[src/rtl/uart_pkg.sv]
// uart_pkg: shared UART types and baud increment helper
package uart_pkg;
  typedef enum logic [1:0] {PAR_NONE, PAR_EVEN, PAR_ODD} parity_e;
  typedef enum logic [2:0] {S_IDLE, S_START, S_DATA, S_PARITY, S_STOP} tx_state_e;
  function automatic int nco_inc(input real clk_freq, input real baud, input int width);
    return $rtoi(baud * (2.0 ** width) / clk_freq + 0.5);
  endfunction
endpackage

[src/rtl/uart_baud_nco.sv]
// uart_baud_nco: phase accumulator whose carry out is the baud tick
module uart_baud_nco #(
  parameter int NCO_WIDTH = 16,
  parameter logic [NCO_WIDTH-1:0] INC = 75
) (
  input  logic clk,
  input  logic rst,
  input  logic clr,
  output logic tick
);
  logic [NCO_WIDTH-1:0] acc;
  logic [NCO_WIDTH:0] sum;
  assign sum = {1'b0, acc} + {1'b0, INC};
  assign tick = sum[NCO_WIDTH];
  always_ff @(posedge clk) acc <= (rst || clr) ? '0 : sum[NCO_WIDTH-1:0];
endmodule

[src/rtl/uart_tx_fifo.sv]
// uart_tx_fifo: FIFO-buffered UART transmitter with configurable frame format
module uart_tx_fifo import uart_pkg::*; #(
  parameter real     CLK_FREQ    = 100e6,
  parameter real     BAUD_RATE   = 115200.0,
  parameter int      NCO_WIDTH   = 16,
  parameter int      DATA_BITS   = 8,
  parameter parity_e PARITY_MODE = PAR_EVEN,
  parameter int      STOP_BITS   = 1,
  parameter int      FIFO_DEPTH  = 16
) (
  input  logic                          clk,
  input  logic                          rst,
  input  logic                          dvld,
  input  logic [DATA_BITS-1:0]          data,
  output logic                          ready,
  output logic                          overflow,
  output logic                          busy,
  output logic [$clog2(FIFO_DEPTH):0]   level,
  output logic                          uart_tx
);
  localparam int AW = $clog2(FIFO_DEPTH);
  localparam logic [NCO_WIDTH-1:0] INC = NCO_WIDTH'(nco_inc(CLK_FREQ, BAUD_RATE, NCO_WIDTH));
  logic [DATA_BITS-1:0] mem [FIFO_DEPTH];
  logic [DATA_BITS-1:0] sh, head;
  logic [AW:0] wp, rp;
  logic [3:0] cnt;
  logic par, rst_d, tick, empty, full, push, pop, last_stop, line;
  tx_state_e state;
  assign level = wp - rp;
  assign empty = wp == rp;
  assign full = level == (AW+1)'(FIFO_DEPTH);
  assign ready = !full && !rst_d;
  assign push = dvld && ready;
  assign last_stop = state == S_STOP && tick && cnt == 4'(STOP_BITS - 1);
  assign pop = !empty && (state == S_IDLE || last_stop);
  assign head = mem[rp[AW-1:0]];
  assign busy = state != S_IDLE || !empty;
  assign line = state == S_START ? 1'b0 : state == S_DATA ? sh[0] : state == S_PARITY ? par : 1'b1;
  // clearing only on launch from idle keeps back-to-back frames phase-continuous
  uart_baud_nco #(.NCO_WIDTH(NCO_WIDTH), .INC(INC)) u_nco (
    .clk  (clk),
    .rst  (rst),
    .clr  (state == S_IDLE && !empty),
    .tick (tick)
  );
  always_ff @(posedge clk) if (push) mem[wp[AW-1:0]] <= data;
  always_ff @(posedge clk) begin
    if (rst) begin
      wp <= '0;
      rp <= '0;
      state <= S_IDLE;
      cnt <= '0;
      sh <= '0;
      par <= 1'b0;
      rst_d <= 1'b1;
      overflow <= 1'b0;
      uart_tx <= 1'b1;
    end else begin
      rst_d <= 1'b0;
      overflow <= dvld && !ready;
      uart_tx <= line;
      if (push) wp <= wp + 1'b1;
      if (pop) begin
        rp <= rp + 1'b1;
        sh <= head;
        par <= ^head ^ (PARITY_MODE == PAR_ODD);
        state <= S_START;
      end else if (tick) begin
        if (state == S_START) begin
          state <= S_DATA;
          cnt <= '0;
        end else if (state == S_DATA) begin
          sh <= sh >> 1;
          cnt <= cnt + 4'd1;
          if (cnt == 4'(DATA_BITS - 1)) begin
            state <= PARITY_MODE == PAR_NONE ? S_STOP : S_PARITY;
            cnt <= '0;
          end
        end else if (state == S_PARITY) begin
          state <= S_STOP;
          cnt <= '0;
        end else if (state == S_STOP) begin
          cnt <= cnt + 4'd1;
          if (cnt == 4'(STOP_BITS - 1)) state <= S_IDLE;
        end
      end
    end
  end
endmodule
[config.mk]
export PLATFORM = sky130hd
export DESIGN_NAME = uart_tx_fifo
export DESIGN_NICKNAME = d
export VERILOG_FILES = /design/src/rtl/uart_pkg.sv /design/src/rtl/uart_baud_nco.sv /design/src/rtl/uart_tx_fifo.sv
export SDC_FILE = /design/constraint.sdc
export NUM_CORES = 1
export LEC_CHECK = 0
export ABC_AREA = 1
export BUFFER_PORTS_ARGS = -buffer_cell sky130_fd_sc_hd__buf_4
export CAP_MARGIN = 20
export CORE_MARGIN = 8
export CORE_UTILIZATION = 30
export DETAILED_ROUTE_END_ITERATION = 8
export GPL_ROUTABILITY_DRIVEN = 1
export MAX_ROUTING_LAYER = met4
export PLACE_DENSITY = 0.47
export SLEW_MARGIN = 40
export SYNTH_ARGS = -nofsm -noshare
export SYNTH_HDL_FRONTEND = slang
export SYNTH_SLANG_ARGS = --single-unit
[constraint.sdc]
create_clock -name clk -period 4.5 [get_ports clk]
set_input_delay 0.9 -clock clk [delete_from_list [all_inputs] [get_ports clk]]
set_output_delay 0.9 -clock clk [all_outputs]
set_load 0.005 [all_outputs]
# Word-level counts from Yosys, hierarchy flattened
# Memories as Yosys holds them, arrays and structs flattened. A register that Yosys moved wholly into a read port is not among the register bits.
# Cells that the tools add are included.
# classes
addsub	5
eq_ne	10
n_mux	25
bitwise_logic	1
reduce_logical	29
# ops
op	n
$mux W8	4
$mux W4	7
$mux W3	6
$add A16 B7 Y17 const B	1
$add A5 B1 Y5 const B	2
$reduce_bool A5 Y1	2
$mux W1	8
$reduce_and A4 Y1	2
$reduce_bool A4 Y1	2
$reduce_xor A8 Y1	1
$logic_and A1 B1 Y1	7
$eq A3 B2 Y1 const B	2
$reduce_and A3 Y1	2
$eq A5 B5 Y1	1
$eq A5 B5 Y1 const B	1
$sub A5 B5 Y5	1
$add A4 B1 Y4 const B	1
$eq A4 B3 Y1 const B	1
$logic_not A1 Y1	4
$logic_not A4 Y1	1
$ne A4 B3 Y1 const B	1
$reduce_bool A2 Y1	2
$eq A3 B1 Y1 const B	1
$eq A3 B3 Y1 const B	1
other kinds (7)	9
# word_totals
reg_bits	45
ram_bits	128
in_bits	11
output_inout_bits	9
elab_cells	82
memories	1
# memory_table
memory	depth	word_bits	read_ports	rd_ports_with_merged_regs	write_ports	line	text
mem	16	8	1	1	1	uart_tx_fifo.sv:23	logic [DATA_BITS-1:0] mem [FIFO_DEPTH];

# Logic depth before layout (Yosys ltp)
# logic_depth
depth_word	8
ltp_mapped	19
ltp_nobuf	19

# Cells and area by module
# A second synthesis with hierarchy kept.
# unflattened
hier_cells	889
hier_area_um2	8090.3
# modules_own_cells
mod	n_inst	cells_per_inst	area_per_inst_um2	seq_area_each_um2
uart_tx_fifo	1	770	7293.2	4504.3
uart_baud_nco	1	119	797.0	320.3

# Least setup slack after synthesis
# OpenSTA, ideal clock, no wires.
# synth_timing
kind	reg2reg
start	register wp[0]
end	memory mem[15][0] (enable)
setup_time_ns	0.374
arrival_time_ns	2.274
required_time_ns	4.126
setup_slack_ns	1.852
path_stages_with_launch	11
path_buffers	0
synth_period_minus_slack_ns	2.648
cell_sequence	dfxtp_1 inv_1 ha_1 fa_1 o21ai_0 xor2_1 nand3_1 nand2_1 nor2_2 nand2_1 nor2_1
# synth_via
elab_chain_len	7
# synth_rtl
item	line	text
start: declaration	uart_tx_fifo.sv:25	logic [AW:0] wp, rp;
start signal: assignment	uart_tx_fifo.sv:62	if (push) wp <= wp + 1'b1;
$sub A5 B5 Y5	uart_tx_fifo.sv:29	assign level = wp - rp;
via level[4]	uart_tx_fifo.sv:18	output logic [$clog2(FIFO_DEPTH):0] level,
$eq A5 B5 Y1	uart_tx_fifo.sv:31	assign full = level == (AW+1)'(FIFO_DEPTH);
$logic_not A1 Y1	uart_tx_fifo.sv:32	assign ready = !full && !rst_d;
$logic_and A1 B1 Y1	uart_tx_fifo.sv:32	
$logic_and A1 B1 Y1	uart_tx_fifo.sv:33	assign push = dvld && ready;
$mux W1	uart_tx_fifo.sv:46	always_ff @(posedge clk) if (push) mem[wp[AW-1:0]] <= data;
$mux W1 (implied by the code)	uart_tx_fifo.sv:46	
end: declaration	uart_tx_fifo.sv:23	
# The timed path passes the listed nets, and every way through them passes these cells.

# Worst setup path after layout
# layout_timing
start	register wp[0]
end	output port ready
# layout_via
elab_chain_len	4
# layout_rtl
item	line	text
$sub A5 B5 Y5	uart_tx_fifo.sv:29	
$eq A5 B5 Y1	uart_tx_fifo.sv:31	
$logic_not A1 Y1	uart_tx_fifo.sv:32	
$logic_and A1 B1 Y1	uart_tx_fifo.sv:32	
end: declaration	uart_tx_fifo.sv:15	output logic ready,
# Every way passes these cells.

==> results by group <==
Synth
  – Cell taking the most area after synthesis: edfxtp_1
  – Synth Register Bits: ~180
  – Syn Std Cell Area: between 8000 and 9000 um^2
  – Syn nets: 913
  – Yosys warning total: 0
  – Top-count cell post-synth: nand2_1
  – Mean Syn Cell Area: a little over 9 um^2
  – Main synth FF type: edfxtp_1
  – Post-Synthesis Cells: 889
  – Post-synth EDFFs: between 100 and 150
  – Cell variety after synth: 37
  – Register area share after synthesis: ~60%
  – Commonest cells post-synth: nand2_1 (272), edfxtp_1 (128), inv_1 (124)
  – Top cells by area, synth: edfxtp_1 (48%), nand2_1 (13%), dfxtp_1 (12%)
  – FFs w/ async S/R, synth: 0%
  – Synth top area share: between 40% and 50%

Global routing
  – Vias in the first global route: between 5k and 6k
  – Initial antenna violation count: 0
  – Maximum number of pins on one net before global-route repair: between 60 and 70
  – GR Util All Layers: 12.58%
  – First-pass GRT wire length: approximately 31000 um
  – Remaining Overflow, GRT: 0

CTS
  – CTS tree: done
  – Max Root-Sink Buffers: 2
  – Clock latency on the worst-skew pair: around 430 ps
  – CTS sink cnt: around 180
  – Resize count post-CTS: 0
  – Clock Pin Slew Worst Setup and Hold Paths: around 70 ps
  – TritonCTS Buffers: 17
  – Clock root cell: clkbuf_16
  – Setup Fix Bufs, Post-CTS: 0
  – H-Tree Depth: 4
  – Hold bufs inserted after CTS: 0

Detailed routing
  – Routed vias: 5577
  – Final ANT Viol Nets: 0
  – Final WL: a little under 20000 um
  – Number of DRC markers in iteration 0: 400
  – Post-DR vias/cell: around 4.5
  – DRC viols: 0
  – Drt pass-1 iters: 4
  – Avg WL per Cell: 15.47 um

Layout
  – Area occupied by multi-input gates: 2591 um^2
  – Area growth syn-to-layout: 12.59%
  – Fillers: roughly 2.8k
  – Final net count: just over 900
  – # diodes: 0
  – Register area: 4826 um^2
  – Layout cell share with drive strength beyond 1: roughly 8.5%
  – Fin util: 34.04%

Floorplan
  – Rows: 60
  – Die X: 180.1 um
  – Initial core utilization: 30.24%
  – CORE AREA: roughly 27000 um^2
  – Die area: ~32000 um^2
  – Die outline height: roughly 180 um
  – Ports: 20

Worst hold path
  – Hold Crit Class: flop to flop

Setup path
  – Most used cell, CP: inv_1
  – Arrival @ worst endpoint: 2420 ps
  – Crit Path Max Fanout: 5
  – Critical Path Start: wp[0]
  – WP data required: between 3000 and 4000 ps
  – Crit Path Category: flop to primary output
  – Worst r2r dst: wp[4]
  – Crit. End Element: primary output
  – R2R Setup Slk: ~1300 ps
  – R2R depth: 12
  – Reg-to-Reg Start: wp[0]
  – Critical path capture point: ready
  – CP cell instances: inv_1, ha_1, fa_1, o21ai_0, xor2_1, nand3_1, nand2_1, inv_1, buf_4
  – Slowest-stage cell, CP: fa_1
  – CP Launch Type: flop
  – Crit-path max cell delay: around 400 ps

Flow run
  – Max-cap violations: 0

Power and ir drop
  – Leakage power: approximately 3.8 nW
  – Power density cells: 511.6 nW/um^2
  – Max rail drop VDD: ~310 uV

Timing
  – Tightest Pin Transition: 752.3 ps
  – Count of final max-slew check failures: 0
  – Final min period: around 3300 ps
  – Max transition margin: between 40 and 50%
  – Finish-stage setup viols: 0
  – RSZ-0062 raised after global routing: no
  – Share of the clock period used by the worst path: about three quarters
  – Final setup TNS: 0 ps
  – Final number of hold-violating endpoints: 0
  – Skew final: ~11 ps
  – Fmax achieved: around 300 MHz

Place
  – DP Wirelength: 12780 um
  – Gpl congestion: 0.8044
  – PortBufs: 19

Status
  – Status: complete, no violations
[cell type report]
class | instances | area share, %
flip-flops and latches | 177 | 53.04
multi-input cells | 552 | 28.48
inverters | 129 | 5.336
well taps | 341 | 4.689
clock buffers | 17 | 4.675
clock inverters | 14 | 1.966
repair buffers | 22 | 1.815
[metal layers]
metal  global-route usage (%)  wire, um  share of wire [%]  vias up
li1                         -         -                  -     2877
met1                    15.93      9239                 48     2610
met2                    20.36      9338                 48       71
met3                    1.976       506                2.6       19
met4                    4.200       282                1.5        0
met5                        -         0                  0        -
[flip-flops by register name, indices dropped and copies added (netlist names), named ones only]
register,flops
sh,8
rst_d,1
state,3
wp,5
uart_tx,1
rp,5
overflow,1
par,1
cnt,4
mem,128
u_nco.acc,16
[worst max-delay path: cells and delay by family (launching register included)]
kind | cells | cell delay (ps)
xor gates and xnor gates | 1 | 230
AOI/OAI and AO/OA | 1 | 230
adders and majority gates | 2 | 640
DFF | 1 | 380
buffers and inverters | 3 | 320
and+or+nand+nor | 2 | 200
[logic make-up (layout without fill, tap and decap cells)]
logic type / Yosys count / in the layout / synth area share, %
AOI/OAI and AO/OA: 71 / 71 / 4.923
adders and majority gates: 13 / 13 / 2.106
xor gates and xnor gates: 13 / 13 / 1.409
buffers and inverters: 160 / 182 / 8.236
DFF: 177 / 177 / 59.70
and+or+nand+nor: 455 / 455 / 23.63
[worst min-delay path by stage]
stage                       startpoint            to  slack (ps)  depth (start not counted)
after CTS                 u_nco.acc[0]  u_nco.acc[0]         450                          1
final                     u_nco.acc[0]  u_nco.acc[0]         450                          1
after global placement    u_nco.acc[0]  u_nco.acc[0]         430                          1
after global routing      u_nco.acc[0]  u_nco.acc[0]         470                          1
after floorplan           u_nco.acc[0]  u_nco.acc[0]         410                          1
after detailed placement  u_nco.acc[0]  u_nco.acc[0]         440                          1
[cell usage in the layout (no fill, tap or decap), drive strengths merged, types with 17 or more instances in the layout]
master,instances
a21oi,34
nand2,279
buf,22
clkbuf,17
o21ai,29
edfxtp,128
nand3,94
inv,132
dfxtp,49
nor2,65
[per-stage QoR]
step	hold slack, ps	worst slack (ps)	instance area [um^2]	power [mW]	std cells
global route	467.0	961.4	9099	4.957	1252
CTS	454.1	1170	9099	4.720	1252
floorplan	413.5	1852	8082	2.843	889
detailed placement	441.0	1292	8494	3.182	1221
global placement	425.7	1326	8494	3.182	1221
finish	451.6	1175	9099	4.655	1252
[power breakdown]
group          total [mW]  internal (mW)  switching (mW)  leakage [nW]
Clock                1.53          0.881           0.653         0.289
Combinational        1.24          0.397           0.844          1.92
Sequential           1.88           1.83          0.0491          1.55
Total                4.65           3.11            1.55          3.77
Power figures use the tool's default switching activity.
